===== src/rtl/red_iterativa_secuencial.sv =====
// Bit-serial comparator network: one cell evaluation per clock, LSB-first or MSB-first.
// Latency: done pulses K clocks after the edge that accepts start.
// Backpressure: start is ignored while busy; accepted in IDLE or during the done cycle.
module red_iterativa_secuencial #(
    parameter int K = 4
) (
    input  logic         clk,
    input  logic         rst_n,
    input  logic         start,
    input  logic         dir,
    input  logic [K-1:0] A,
    input  logic [K-1:0] B,
    output logic         busy,
    output logic         done,
    output logic [K-1:0] N,
    output logic         Z,
    output logic         EQ
);

    localparam int IW = $clog2(K);

    typedef enum logic [1:0] {ST_IDLE, ST_RUN, ST_DONE} state_t;
    typedef enum logic [1:0] {C_EQ, C_GT, C_LT} cell_t;

    state_t        state_q, state_d;
    cell_t         s_q, s_d;
    cell_t         c_bit, s_nxt;
    logic [K-1:0]  a_q, a_d, b_q, b_d, n_q, n_d;
    logic          dir_q, dir_d;
    logic [IW-1:0] idx_q, idx_d;
    logic          z_q, z_d, eq_q, eq_d;
    logic          last_bit;
    logic          accept;

    always_ff @(posedge clk or negedge rst_n) begin
        if (!rst_n) begin
            state_q <= ST_IDLE;
            s_q     <= C_EQ;
            a_q     <= '0;
            b_q     <= '0;
            n_q     <= '0;
            dir_q   <= 1'b0;
            idx_q   <= '0;
            z_q     <= 1'b0;
            eq_q    <= 1'b0;
        end else begin
            state_q <= state_d;
            s_q     <= s_d;
            a_q     <= a_d;
            b_q     <= b_d;
            n_q     <= n_d;
            dir_q   <= dir_d;
            idx_q   <= idx_d;
            z_q     <= z_d;
            eq_q    <= eq_d;
        end
    end

    always_comb begin
        c_bit = C_EQ;
        if (a_q[idx_q] && !b_q[idx_q]) begin
            c_bit = C_GT;
        end else if (!a_q[idx_q] && b_q[idx_q]) begin
            c_bit = C_LT;
        end

        // LSB-first: later (more significant) differences win; MSB-first: first difference sticks.
        s_nxt = s_q;
        if (dir_q) begin
            if (s_q == C_EQ) begin
                s_nxt = c_bit;
            end
        end else begin
            if (c_bit != C_EQ) begin
                s_nxt = c_bit;
            end
        end

        last_bit = dir_q ? (idx_q == '0) : (idx_q == IW'(K - 1));
        accept   = start && (state_q != ST_RUN);
    end

    always_comb begin
        state_d = state_q;
        s_d     = s_q;
        a_d     = a_q;
        b_d     = b_q;
        n_d     = n_q;
        dir_d   = dir_q;
        idx_d   = idx_q;
        z_d     = z_q;
        eq_d    = eq_q;

        case (state_q)
            ST_IDLE, ST_DONE: begin
                state_d = ST_IDLE;
                if (accept) begin
                    a_d     = A;
                    b_d     = B;
                    dir_d   = dir;
                    n_d     = '0;
                    s_d     = C_EQ;
                    idx_d   = dir ? IW'(K - 1) : '0;
                    state_d = ST_RUN;
                end
            end
            ST_RUN: begin
                s_d        = s_nxt;
                n_d[idx_q] = (s_nxt == C_GT);
                if (last_bit) begin
                    z_d     = (s_nxt == C_GT);
                    eq_d    = (s_nxt == C_EQ);
                    state_d = ST_DONE;
                end else begin
                    idx_d = dir_q ? (idx_q - 1'b1) : (idx_q + 1'b1);
                end
            end
            default: state_d = ST_IDLE;
        endcase
    end

    assign busy = (state_q == ST_RUN);
    assign done = (state_q == ST_DONE);
    assign N    = n_q;
    assign Z    = z_q;
    assign EQ   = eq_q;

endmodule


===== config.mk =====
export PLATFORM = sky130hd
export DESIGN_NAME = red_iterativa_secuencial
export DESIGN_NICKNAME = d
export VERILOG_FILES = /design/src/rtl/red_iterativa_secuencial.sv
export SDC_FILE = /design/constraint.sdc
export NUM_CORES = 1
export LEC_CHECK = 0
export BUFFER_PORTS_ARGS = -buffer_cell sky130_fd_sc_hd__buf_2
export CAP_MARGIN = 5
export CORE_MARGIN = 4
export CORE_UTILIZATION = 48
export DETAILED_ROUTE_END_ITERATION = 12
export PLACE_DENSITY = 0.73
export SLEW_MARGIN = 20
export SYNTH_ARGS = -nofsm -noshare
export SYNTH_HDL_FRONTEND = slang
export SYNTH_SLANG_ARGS = --single-unit

===== constraint.sdc =====
create_clock -name clk -period 2 [get_ports clk]
set_input_delay 0.4 -clock clk [delete_from_list [all_inputs] [get_ports clk]]
set_output_delay 0.4 -clock clk [all_outputs]
set_load 0.01 [all_outputs]

; ---- After elaboration in Yosys (flattened, before gate mapping)
; Index checks and enable logic that the tools add are counted.
[op_classes]
muxes = 25
reduce_logical = 17
add_sub_neg = 2
n_eq_ne = 8
n_lt_le_gt_ge = 2
[ops]
columns = cell, count
row1 = 2-bit 2-to-1 mux, 11
row2 = 2-bit case mux with 2 select lines, 3
row3 = 2-bit zero test, 4
row4 = 4-bit case mux with 2 select lines, 1
row5 = 2-bit AND reduction, 3
row6 = 1-bit 2-to-1 mux, 5
row7 = 1-bit binary-select mux with 2-bit select, 2
row8 = 4-bit bitwise mux, 1
row9 = "2-bit by 1-bit equality test with 1-bit output, second input constant", 2
row10 = "2-bit equality test, second input constant", 2
row11 = 1-bit logical AND, 4
row12 = 4-bit 2-to-1 mux, 1
row13 = "2-bit by 1-bit != test with 1-bit output, second input constant", 2
row14 = "2-bit != test, second input constant", 2
row15 = 2-bit nonzero test, 2
row16 = "2-bit by 3-bit less-than comparator with 1-bit output, second input constant", 1
row17 = 3-bit AND reduction, 1
row18 = "2-bit by 1-bit adder with 2-bit output, second input constant", 1
row19 = 1-bit demux with 2-bit select, 1
row20 = "2-bit by 1-bit >= comparator with 1-bit output, second input constant", 1
row21 = 1-bit zero test, 2
row22 = 2-bit OR reduction, 1
row23 = "2-bit by 1-bit subtractor with 2-bit output, second input constant", 1
[word_totals]
elab_cells = 63
in_bits = 12
regBits = 21
out_inout_bits = 8

; ---- Logic depth before layout (Yosys ltp)
[depth]
depth_word = 12
mapped_depth = 8
depth_no_buf = 7

; ---- Worst setup path after synthesis
; Ideal clock, no wire load.
[synth_timing]
kind = reg2reg
from = register idx_q[0]
to = register n_q[0], in the netlist N[0]
path_stages_with_launch = 9
setup_ps = 110
arrival_time_ps = 2025
setup_slack_ps = -135
path_cell_list = dfrtp_1 buf_2 mux4_2 inv_1 ha_1 nor2_1 o21ai_0 o21a_1 o41ai_1
[synth_via]
elab_chain_cells = 12
word_cells_on_any_way = 22
[synth_rtl]
columns = item, line
row1 = from (decl), 30  ; logic [IW-1:0] idx_q, idx_d;
row2 = from (signal assigned), 53  ; idx_q <= idx_d;
row3 = 1-bit binary-select mux with 2-bit select, "61, 63"
row4 = 1-bit 2-to-1 mux (implied by the code), "61, 63"
row5 = 1-bit zero test, 63  ; end else if (!a_q[idx_q] && b_q[idx_q]) begin
row6 = 1-bit logical AND, 63
row7 = 2-bit 2-to-1 mux, 63
row8 = 2-bit 2-to-1 mux, 61  ; if (a_q[idx_q] && !b_q[idx_q]) begin
row9 = 2-bit nonzero test, 74  ; if (c_bit != C_EQ) begin
row10 = 2-bit 2-to-1 mux, 74
row11 = 2-bit 2-to-1 mux, 69  ; if (dir_q) begin
row12 = 2-bit by 1-bit equality test with 1-bit output, 109  ; n_d[idx_q] = (s_nxt == C_GT);
row13 = 4-bit bitwise mux (*), 109
row14 = 4-bit case mux with 2 select lines (*), 94  ; case (state_q)
row15 = to (signal assigned), 51  ; n_q <= n_d;
row16 = to (decl), 28  ; logic [K-1:0] a_q, a_d, b_q, b_d, n_q, n_d;
; Mark *: on every way between the ends. The rest lies on a longest branch, timed or not. The select of a mux whose other input is x is not followed.
; A chain may end at the register's enable or synchronous reset.

; ---- Worst setup path in the final report
; Ends and elaborated chain as after synthesis.

==> impl_metrics.toml <==
[run_status]
status = "finished, final reports clean"

[die]
die_y_um = 54.74
rows = 16
initial_core_util = 0.5186
die-area_um2 = 2996
io_pins = 20
dieWidth_um = 54.74
coreArea_um2 = 2022

[synth]
synth_commonest_cells = "nand2_1, dfrtp_1, o21ai_0, nor2_1"
syn-cell-area_um2 = 1049
yosysTopAreaCellShare = 0.5012
synth_area_leaders = "dfrtp_1, nand2_1, o21ai_0, mux4_2, nor2b_1"
syn_area_per_cell_um2 = 9.446
synth_cell_type_count = 24
yosysMostFrequentCell = "nand2_1"
synth.ff_latch_count = 21
synth_edf_count = 0
seq_area_frac_synth = 0.5012
synthCells = 111
synthesis.nets = 125
synthFlopType = "dfrtp_1"
yosys.area.top_type = "dfrtp_1"
synthArstFlopShare = 1.000
synth_warnings = 0

[critical_path]
cpPeakStageDelay_ns = 0.57
crit_fanout = 5
crit_type = "reg2reg"
cp_num_buf_inv = 0
crit_arrival_ns = 2.15
startpoint_type = "flip-flop"
slowest_stage = "mux4_2"
crit_path_end_kind = "flip-flop"
path_cells = "mux4_2 -> ha_4 -> o21ai_2 -> o21a_4 -> o41ai_2"
critPathTopFamily = "multiplexers"
cp.required_ns = 2.22

[placement]
portBuffers = 19
dp_slack_ns = -0.1136
postPlaceCellArea_um2 = 1180
post-dp-hpwl_um = 1626
place_congestion = 0.8039

[clocking]
cts-root-buf = "clkbuf_4"
clkTransAtPathRegs_ns = 0.13
insertion_delay_ns = 0.31
clockBufferDepth = 2
cts.sinks = 21
cts_buffers = 3
htreeDepth = 1
cts_tree = "yes"

[sta]
period_minus_slack_ns = 1.933
min_period_over_period = 0.9665
setup_viol = 0
finalHoldViolations = 0
clock.fmax_mhz = 517.3
relSlewSlack = 0.6250
tightest_slew_ns = 0.5613
slew_viol_final = 0
rsz0062_at_grt = "yes"
fin_ws_ns = 0.06700
finClkSkew_ns = 0.01059

[layout]
postLayoutCellArea_um2 = 1282
layout-drive-gt1-share = 0.3383
fillers = 171
area_delta_synth_final_pct = 22.31
n_antenna_cell = 0
multi_input_area_um2 = 544.3
layout.nets = 148
register_area_um2 = 525.5

[routing]
wl_per_cell_um = 14.11
drt_iter0_markers = 16
ant_nets = 0
drc = 0
detail_route.vias_per_cell = 5.300
wirelength_um = 2258
vias = 848
first_pass_iters = 4

[global_routing]
grt_use_total = 0.1788
grt-ovfl-total = 0
grt_pass1_vias = 840
grt_start_max_net_pins = 22
antenna_found_initial = 0
grt_pass1_wl_um = 3801

[worst_hold_path]
hold_path_class = "in2async"

[job]
maxCapViolCount = 0

[power]
power_density_nw_per_um2 = 1886
finalPower_mw = 2.419
peakVddDrop_uv = 1029
p_leak_nw = 0.6293
-- power breakdown --
group	internal, mW	switching, mW
clock network	0.0748	0.138
registers	0.616	0.144
logic	0.657	0.788
-- worst reg2reg max path, delay by kind of cell, from the launching register on --
kind,cells,cell delay [ns]
adders and majority gates,1,0.33
AOI/OAI and AO/OA,3,0.50
DFF,1,0.43
muxes,1,0.57
-- metal layers --
layer	routed length (um)	share of wire	track usage	vias up
met5	0	0	0	-
met4	25	0.011	0.04979	0
met3	58	0.026	0.03270	4
met2	1149	0.51	0.2953	14
met1	1024	0.45	0.2375	412
li1	-	-	-	418
-- logic make-up (layout without fill, tap and decap cells) --
logic type,after synthesis,count (layout),share of synthesized area
buffers and inverters,11,33,0.04296
AND/OR/NAND/NOR,46,46,0.1969
flip-flops,21,21,0.5012
AO/OA/AOI/OAI,26,26,0.1587
multiplexers,4,4,0.06682
adder cells (fa/ha/maj),3,3,0.03341
-- through the flow --
step	setup TNS [ns]	cells	util	hold WS [ns]
floorplan	-0.05117	111	-	0.1044
global placement	0	155	0.5835	0.3724
detailed placement	-0.3769	155	0.5835	0.3848
CTS	0	160	0.6151	0.03823
global route	-0.06641	160	0.6343	0.05467
finish	0	160	0.6343	0.01523
-- cells in the final DEF (no fill, tap or decap), types with 3 or more instances in the layout --
master | Yosys | layout
buf_4 | 0 | 3
nor2_1 | 6 | 5
clkbuf_4 | 0 | 3
nand2_1 | 26 | 26
inv_1 | 5 | 4
nor2b_1 | 5 | 4
buf_2 | 3 | 19
dfrtp_1 | 21 | 21
a21oi_1 | 4 | 4
o21ai_0 | 13 | 10
o21ai_2 | 0 | 3
nand3_1 | 5 | 5
-- final timing paths --
path / end / slack [ns] / cells past startpoint / start
min in group clk: a_q[1] / 0.26 / 3 / A[1]
max in group asynchronous: b_q[3] / 1.65 / 1 / rst_n
max reg2reg: N[0] / 0.07 / 5 / idx_q[0]
min reg2reg: b_q[2] / 0.49 / 2 / b_q[2]
max: N[0] / 0.07 / 5 / idx_q[0]
min: N[3] / 0.02 / 1 / rst_n
-- state kept, by name (all words and copies together), names as in the netlist --
register,count
s_q,2
dir_q,1
a_q,4
N,4
Z,1
state_q,2
EQ,1
b_q,4
idx_q,2
-- layout make-up --
class                           count  area share
Clock buffer                        3     0.01756
Clock inverter                      1    0.003902
Inverter                            6     0.01756
Multi-Input combinational cell     79      0.4244
Sequential cell                    21      0.4098
Tap cell                           27     0.02634
Timing Repair Buffer               23      0.1005
-- timing repair --
action | CTS | global route
setup endpoints to repair | 5 | 7
buffers inserted | 1 | 0
cloned | 0 | 0
pin swaps | 1 | 1
hold buffers | 0 | 0
gates resized for setup | 6 | 12
(Power assumes the default switching activity.)
